## src/rtl/mem_access_ctrl.sv

```systemverilog
// Load/store access controller: one request at a time, internal RAM or external req/ack bus.
// Optional build macro MEM_TIMEOUT_EN adds an external-ack timeout with an ERR completion state.
module mem_access_ctrl #(
  parameter logic [31:0] BASE_ADDR = 32'h0000_1730,
  parameter int unsigned INT_DEPTH = 1024,
  parameter int unsigned INT_LAT   = 1,
  parameter int unsigned TIMEOUT   = 16,
  localparam int unsigned IAW      = $clog2(INT_DEPTH)
) (
  input  logic           Clk,
  input  logic           rst_n,
  input  logic           req,
  input  logic           we,
  input  logic [31:0]    addr,
  input  logic [31:0]    wdata,
  output logic [31:0]    dec_addr,
  input  logic           cs,
  output logic           int_en,
  output logic           int_we,
  output logic [IAW-1:0] int_addr,
  output logic [31:0]    int_wdata,
  input  logic [31:0]    int_rdata,
  output logic           ext_req,
  output logic           ext_we,
  output logic [31:0]    ext_addr,
  output logic [31:0]    ext_wdata,
  input  logic [31:0]    ext_rdata,
  input  logic           ext_ack,
  output logic [31:0]    rdata,
  output logic           done,
  output logic           busy,
  output logic           err
);

  if (INT_LAT < 1 || TIMEOUT < 1) begin : g_bad_cfg
    $error("mem_access_ctrl: INT_LAT and TIMEOUT must be at least 1");
  end

  localparam int unsigned LCW = $clog2(INT_LAT + 1);
  localparam logic [LCW-1:0] LatFirst = LCW'(INT_LAT - 1);

`ifdef MEM_TIMEOUT_EN
  typedef enum logic [2:0] {StIdle, StDecode, StIntAcc, StExtAcc, StDone, StErr} state_e;
  localparam logic [15:0] TmoLast = 16'(TIMEOUT - 1);
  logic [15:0] tmo_q, tmo_d;
`else
  typedef enum logic [2:0] {StIdle, StDecode, StIntAcc, StExtAcc, StDone} state_e;
`endif

  state_e          state_q, state_d;
  logic            we_q;
  logic [31:0]     addr_q, wdata_q;
  logic [31:0]     rdata_q, rdata_d;
  logic            rdata_ld;
  logic [LCW-1:0]  lat_q, lat_d;

  always_ff @(posedge Clk or negedge rst_n) begin
    if (!rst_n) begin
      state_q <= StIdle;
      we_q    <= 1'b0;
      addr_q  <= '0;
      wdata_q <= '0;
      rdata_q <= '0;
      lat_q   <= '0;
`ifdef MEM_TIMEOUT_EN
      tmo_q   <= '0;
`endif
    end else begin
      state_q <= state_d;
      lat_q   <= lat_d;
`ifdef MEM_TIMEOUT_EN
      tmo_q   <= tmo_d;
`endif
      if (state_q == StIdle && req) begin
        we_q    <= we;
        addr_q  <= addr;
        wdata_q <= wdata;
      end
      if (rdata_ld) rdata_q <= rdata_d;
    end
  end

  always_comb begin
    state_d  = state_q;
    lat_d    = lat_q;
    rdata_ld = 1'b0;
    rdata_d  = rdata_q;
    int_en   = 1'b0;
    int_we   = 1'b0;
    ext_req  = 1'b0;
    done     = 1'b0;
    err      = 1'b0;
`ifdef MEM_TIMEOUT_EN
    tmo_d    = tmo_q;
`endif
    unique case (state_q)
      StIdle: begin
        if (req) state_d = StDecode;
      end
      StDecode: begin
        if (cs) begin
          state_d = StExtAcc;
`ifdef MEM_TIMEOUT_EN
          tmo_d   = '0;
`endif
        end else begin
          state_d = StIntAcc;
          lat_d   = LatFirst;
        end
      end
      StIntAcc: begin
        int_en = 1'b1;
        // Write only on the first cycle so multi-cycle RAMs see a single store.
        int_we = we_q && (lat_q == LatFirst);
        if (lat_q == '0) begin
          rdata_ld = !we_q;
          rdata_d  = int_rdata;
          state_d  = StDone;
        end else begin
          lat_d = lat_q - 1'b1;
        end
      end
      StExtAcc: begin
        ext_req = 1'b1;
        // An ack on the expiry edge takes priority over the timeout.
        if (ext_ack) begin
          rdata_ld = !we_q;
          rdata_d  = ext_rdata;
          state_d  = StDone;
        end
`ifdef MEM_TIMEOUT_EN
        else if (tmo_q == TmoLast) begin
          rdata_ld = 1'b1;
          rdata_d  = '0;
          state_d  = StErr;
        end else begin
          tmo_d = tmo_q + 16'd1;
        end
`endif
      end
      StDone: begin
        done    = 1'b1;
        state_d = StIdle;
      end
`ifdef MEM_TIMEOUT_EN
      StErr: begin
        done    = 1'b1;
        err     = 1'b1;
        state_d = StIdle;
      end
`endif
      default: state_d = StIdle;
    endcase
  end

  assign busy      = (state_q != StIdle);
  assign dec_addr  = (state_q == StIdle) ? addr : addr_q;
  assign int_addr  = IAW'(addr_q - BASE_ADDR);
  assign int_wdata = wdata_q;
  assign ext_we    = ext_req & we_q;
  assign ext_addr  = addr_q;
  assign ext_wdata = wdata_q;
  assign rdata     = rdata_q;

endmodule

```

## config.mk

```make
export PLATFORM = sky130hd
export DESIGN_NAME = mem_access_ctrl
export DESIGN_NICKNAME = d
export VERILOG_FILES = /design/src/rtl/mem_access_ctrl.sv
export SDC_FILE = /design/constraint.sdc
export NUM_CORES = 1
export LEC_CHECK = 0
export CAP_MARGIN = 20
export CORE_ASPECT_RATIO = 0.8
export CORE_MARGIN = 4
export CORE_UTILIZATION = 37
export DETAILED_ROUTE_END_ITERATION = 16
export GPL_TIMING_DRIVEN = 0
export PLACE_DENSITY = 0.91
export SETUP_SLACK_MARGIN = 0.4
export SYNTH_ARGS = -nofsm -noshare
export SYNTH_HDL_FRONTEND = slang
export SYNTH_SLANG_ARGS = --single-unit
```

## constraint.sdc

```tcl
create_clock -name Clk -period 2 [get_ports Clk]
set_input_delay 0.2 -clock Clk [delete_from_list [all_inputs] [get_ports Clk]]
set_output_delay 0.2 -clock Clk [all_outputs]
set_load 0.05 [all_outputs]
```

== Word level (Yosys, flattened, before mapping) ==
Cells that the tools add are included.
Storage, ports and cells
  register bits after elaboration: 101
  input port bits: 134
  output and inout port bits: 177
  logic and storage cells: 47
Cells by class
  add/sub/neg operators: 2
  equality and inequality tests: 8
  multiplexer cells: 19
  bitwise operators: 2
  reduce and logical (&&, ||, !) cells: 10
Operators with widths (number)
  32-bit 2-to-1 mux: 3
  32-bit case mux with 2 select lines: 1
  3-bit case mux with 4 select lines: 1
  10-bit subtractor, second input constant: 1
  1-bit 2-to-1 mux: 9
  3-bit 2-to-1 mux: 3
  2-bit != test, second input constant: 4
  3-bit by 2-bit equality test with 1-bit output, second input constant: 2
  1-bit case mux with 2 select lines: 2
  4-bit AND reduction: 1
  2-bit nonzero test: 2
  3-bit by 1-bit equality test with 1-bit output, second input constant: 1
  3-bit equality test, second input constant: 1
  3-bit logical NOT: 1
  3-bit AND reduction: 1
  3-bit nonzero test: 1
  1-bit logical AND: 2
  2-bit AND reduction: 1
  1-bit AND: 1
  1-bit logical NOT: 1
  1-bit NOT: 1
  1-bit subtractor, second input constant: 1

== Longest topological paths before layout ==
  depth after elaboration: 4
  depth in mapped cells: 6
  mapped depth without buffers: 3

== Worst setup path before layout ==
Ideal clock, no wire load.
  path type: flip-flop to output port
  start: register addr_q[4] (netlist: ext_addr[4])
  end: output dec_addr[4]
  arrival: 2237 ps
  data required time: 1800 ps
  path slack: -437 ps
  stages on the path, launching flop included: 3
  buffers on the path: 0
  cell sequence: dfrtp_1 > inv_1 > o21ai_0
On the way
  longest elaborated chain between the ends: 1
RTL lines
  start, declared: line 52  | logic [31:0] addr_q, wdata_q;
  start signal, assigned: line 76  | addr_q <= addr;
  32-bit 2-to-1 mux: line 157  | assign dec_addr = (state_q == StIdle) ? addr : addr_q;
  end, declared: line 16  | output logic [31:0] dec_addr,
No other way between the ends.

== Worst setup path after layout ==
  start: register state_q[0]
  end: output dec_addr[18]
On the way
  longest elaborated chain between the ends: 2
RTL lines
  start, declared: line 50  | state_e state_q, state_d;
  start signal, assigned: line 59  | state_q <= StIdle;
  start signal, assigned: line 69  | state_q <= state_d;
  3-bit logical NOT: line 157
  32-bit 2-to-1 mux: line 157
No other way between the ends.

==> summary.txt <==
Outcome
  – Run status: finished with violations
  – Violations in the final reports: setup timing

Die
  – Die height: about 110 µm
  – Core area: 12400 µm²
  – Horiz. Die Dim: about 130 µm
  – Effective utilization at floorplan: 38.5%
  – Core Rows: 36
  – Die Outline Area: approximately 15000 µm²
  – I/O pins: ~310

GRT
  – Pin count of the biggest net entering global routing: 58
  – Antenna violations before repair: 0
  – Aggregate global-route resource usage: between 20 and 30%
  – First-pass GRT wire length: 30900 µm
  – Vias in the first global route: around 5200
  – Gr ovfl total: 0

STA
  – Setup repair after global routing missed its margin: true
  – Clock Skew: ~0.014 ns
  – Maximum clock frequency: approximately 490 MHz
  – Max-slew violation count: 0
  – Endpoints failing setup: 24
  – Setup slack of the critical path after layout: -0.0264 ns
  – Period Utilization, post-route: 101%
  – Slew of the pin with the lowest slew margin: between 0.5 and 0.6 ns
  – Normalized max-slew margin: roughly three fifths
  – Final Hold Violating Endpoints: 0
  – Accumulated negative setup slack: -0.430 ns
  – Time the worst path needs with I/O delays and setup: between 2 and 2.5 ns

Yosys
  – Post-synthesis simple-gate area fraction: 6.71%
  – Part of the Yosys area used for sequential elements: a little over half
  – Count of yosys warnings during synthesis: 0
  – Largest family of logic cells by synthesized area: multiplexers
  – Per-instance average area after synthesis: approximately 14 µm²
  – Unique masters post-synth: 28
  – Post-Synth XOR/XNOR Area: 0.734%
  – Most instantiated flip-flop cell in the synthesis netlist: sky130_fd_sc_hd__dfrtp_1
  – Multiplexer share of the synthesized area: about 22%
  – Mapped cell area: 4770 µm²
  – Share of synthesized registers carrying an async set or reset: 100%
  – EDFF count, synth: 0
  – Compound-cell area share of the yosys netlist: under 10%
  – Instance count of the mapped netlist: 351
  – Register bit total from synthesis: 100
  – Synthesized Nets: about 500
  – Adder-cell share of the synthesized area: 0.262%

Min path
  – Min-Delay Path Class: in -> async

Place
  – Routability congestion estimate: between 0.7 and 0.8
  – HPWL after DPL: between 10000 and 15000 µm
  – Count of buffers from port buffering: just over 300
  – # placed instances: ~830

Setup path
  – Startpoint type of the worst setup path: flip-flop
  – Kind of critical path: reg -> out
  – Setup crit end kind: output pin
  – Critical Path RT: ~1.8 ns
  – Data arrival time at the worst-slack endpoint: between 1.5 and 2 ns
  – Largest fanout on the critical path: 7

Drt
  – Starting DRT DRC Count: ~200
  – ANT nets after route: 0
  – Final routed DRC violation total: 0
  – Total Wirelength: ~22000 µm
  – Via density: slightly above 5
  – Total number of vias: 4614
  – Drt pass-1 iters: 4
  – Routed length per placed instance: ~25 µm

Layout
  – Fillers: slightly above 600
  – Area growth from synthesis to layout: 117%
  – Share of the core filled with cells: around 84%
  – Number of antenna cells inserted: 0
  – Multi-input gate area: about 2800 µm²
  – Seq. cell area: 2510 µm²
  – Final non-filler cell total: approximately 900
  – Share of final-layout standard cells stronger than drive strength 1: 48.7%
  – Final net count: ~860

Flow run
  – MaxCap Viol Count: 0

CTS
  – Buffer depth of the longest clock path: 2
  – Clock tree sinks: 100
  – TritonCTS clock tree: done
  – Clock root buffer: sky130_fd_sc_hd__clkbuf_16
  – Clock slew at reported path FFs: 0.07 ns
  – H-tree lvl count: 3
  – Clock latency reported for the late side of the worst-skew pair: between 0.3 and 0.4 ns
  – CTS Buf Count: 9
==> kinds of logic (layout without fill, tap and decap cells) <==
logic type	after synthesis	in the layout
buffers and inverters	60	442
xor gates and xnor gates	4	4
and+or+nand+nor	50	50
AOI/OAI and AO/OA	40	40
muxes	95	95
adders and majority gates	1	1
other	1	1
DFF	100	100
==> critical path, cell delays in order, from the launching register on <==
cell and delay [ns]:
sky130_fd_sc_hd__dfrtp_1 0.37, sky130_fd_sc_hd__buf_6 0.12, sky130_fd_sc_hd__nor3_4 0.18, sky130_fd_sc_hd__buf_12 0.18, sky130_fd_sc_hd__clkbuf_16 0.16, sky130_fd_sc_hd__mux2_4 0.30, sky130_fd_sc_hd__buf_6 0.15
==> final timing paths <==
check	cells past startpoint	start	endpoint	slack [ns]
max in group asynchronous	3	rst_n	state_q[1]$_DFFE_PN0P_	0.87
hold / removal	2	rst_n	ext_addr[31]$_DFFE_PN0P_	0.41
setup reg to reg	9	state_q[0]$_DFFE_PN0P_	ext_addr[3]$_DFFE_PN0P_	0.08
min in group Clk	2	wdata[5]	ext_wdata[5]$_DFFE_PN0P_	0.47
setup / recovery	6	state_q[0]$_DFFE_PN0P_	dec_addr[18]	-0.03
hold reg to reg	1	ext_addr[24]$_DFFE_PN0P_	ext_addr[24]$_DFFE_PN0P_	0.54
==> what timing repair did <==
action,in CTS,in global routing
gates resized for setup,614,73
pin swaps,6,8
hold buffers,1,0
endpoints found under the hold margin,43,0
setup endpoints to repair,271,157
cloned,14,2
setup buffers,31,8
==> per-stage QoR <==
stage | setup WS (ns) | cell area, µm² | hold WS, ns
after floorplan | 0.320 | 5190 | -0.0956
after global placement | -3.26 | 8500 | 0.490
after detailed placement | -0.584 | 8520 | 0.237
after CTS | -0.0718 | 10100 | 0.428
after global routing | -0.0784 | 10400 | 0.455
final | -0.0264 | 10400 | 0.414
==> flip-flops by register name, indices dropped and copies added (netlist names) <==
name,flops
ext_addr,32
ext_wdata,32
rdata,32
state_q,3
we_q,1
==> routing by layer <==
layer | routed length, µm | vias to the layer above | GRT usage [%] | part of all wire (%)
li1 | - | 1994 | - | -
met1 | 7530 | 2326 | 28.7 | 34
met2 | 12300 | 245 | 53.7 | 56
met3 | 1570 | 49 | 6.68 | 7.1
met4 | 731 | 0 | 7.34 | 3.3
met5 | 0 | - | 0 | 0
==> Yosys cell counts (all sizes together) (2+ instances only) <==
library cell  instances  area share, %
and3b                 2           0.37
nand2                 4           0.31
nor3                  2           0.45
nor2                  2           0.16
a21oi                 3           0.31
mux2                 95             22
nand2b               33            4.3
buf                  48            7.8
clkbuf                9           0.71
xnor2                 3           0.55
inv                   3           0.24
o221a                32            7.5
and2                  4           0.52
dfrtp               100             52
o21ai                 2           0.21
==> layout make-up <==
type                       instances  share of cell area [%]
clock buffer                      10                    2.30
timing repair buffer             366                    37.6
sequential                       100                    24.2
inverter                           3                   0.133
buffer                            57                    6.31
tap                              171                    2.06
multi-input combinational        191                    26.5
clock inverter                     6                   0.844
==> cells in the final DEF, fill, tap and decap left out, types with 4 or more instances in the layout <==
cell type / instances
sky130_fd_sc_hd__dfrtp_1: 94
sky130_fd_sc_hd__and2_4: 4
sky130_fd_sc_hd__clkdlybuf4s15_1: 12
sky130_fd_sc_hd__nand2b_4: 21
sky130_fd_sc_hd__nand2b_1: 12
sky130_fd_sc_hd__clkbuf_8: 5
sky130_fd_sc_hd__buf_12: 15
sky130_fd_sc_hd__dfrtp_2: 6
sky130_fd_sc_hd__mux2_2: 4
sky130_fd_sc_hd__clkbuf_2: 6
sky130_fd_sc_hd__buf_4: 53
sky130_fd_sc_hd__clkdlybuf4s50_1: 132
sky130_fd_sc_hd__dlygate4sd2_1: 113
sky130_fd_sc_hd__o221a_4: 31
sky130_fd_sc_hd__clkbuf_16: 18
sky130_fd_sc_hd__mux2_4: 91
sky130_fd_sc_hd__buf_8: 31
sky130_fd_sc_hd__buf_16: 8
sky130_fd_sc_hd__buf_6: 36
Power is left out: the tool's default activity adds up to more than one toggle a clock period on the data nets, which glitch-free logic cannot reach.
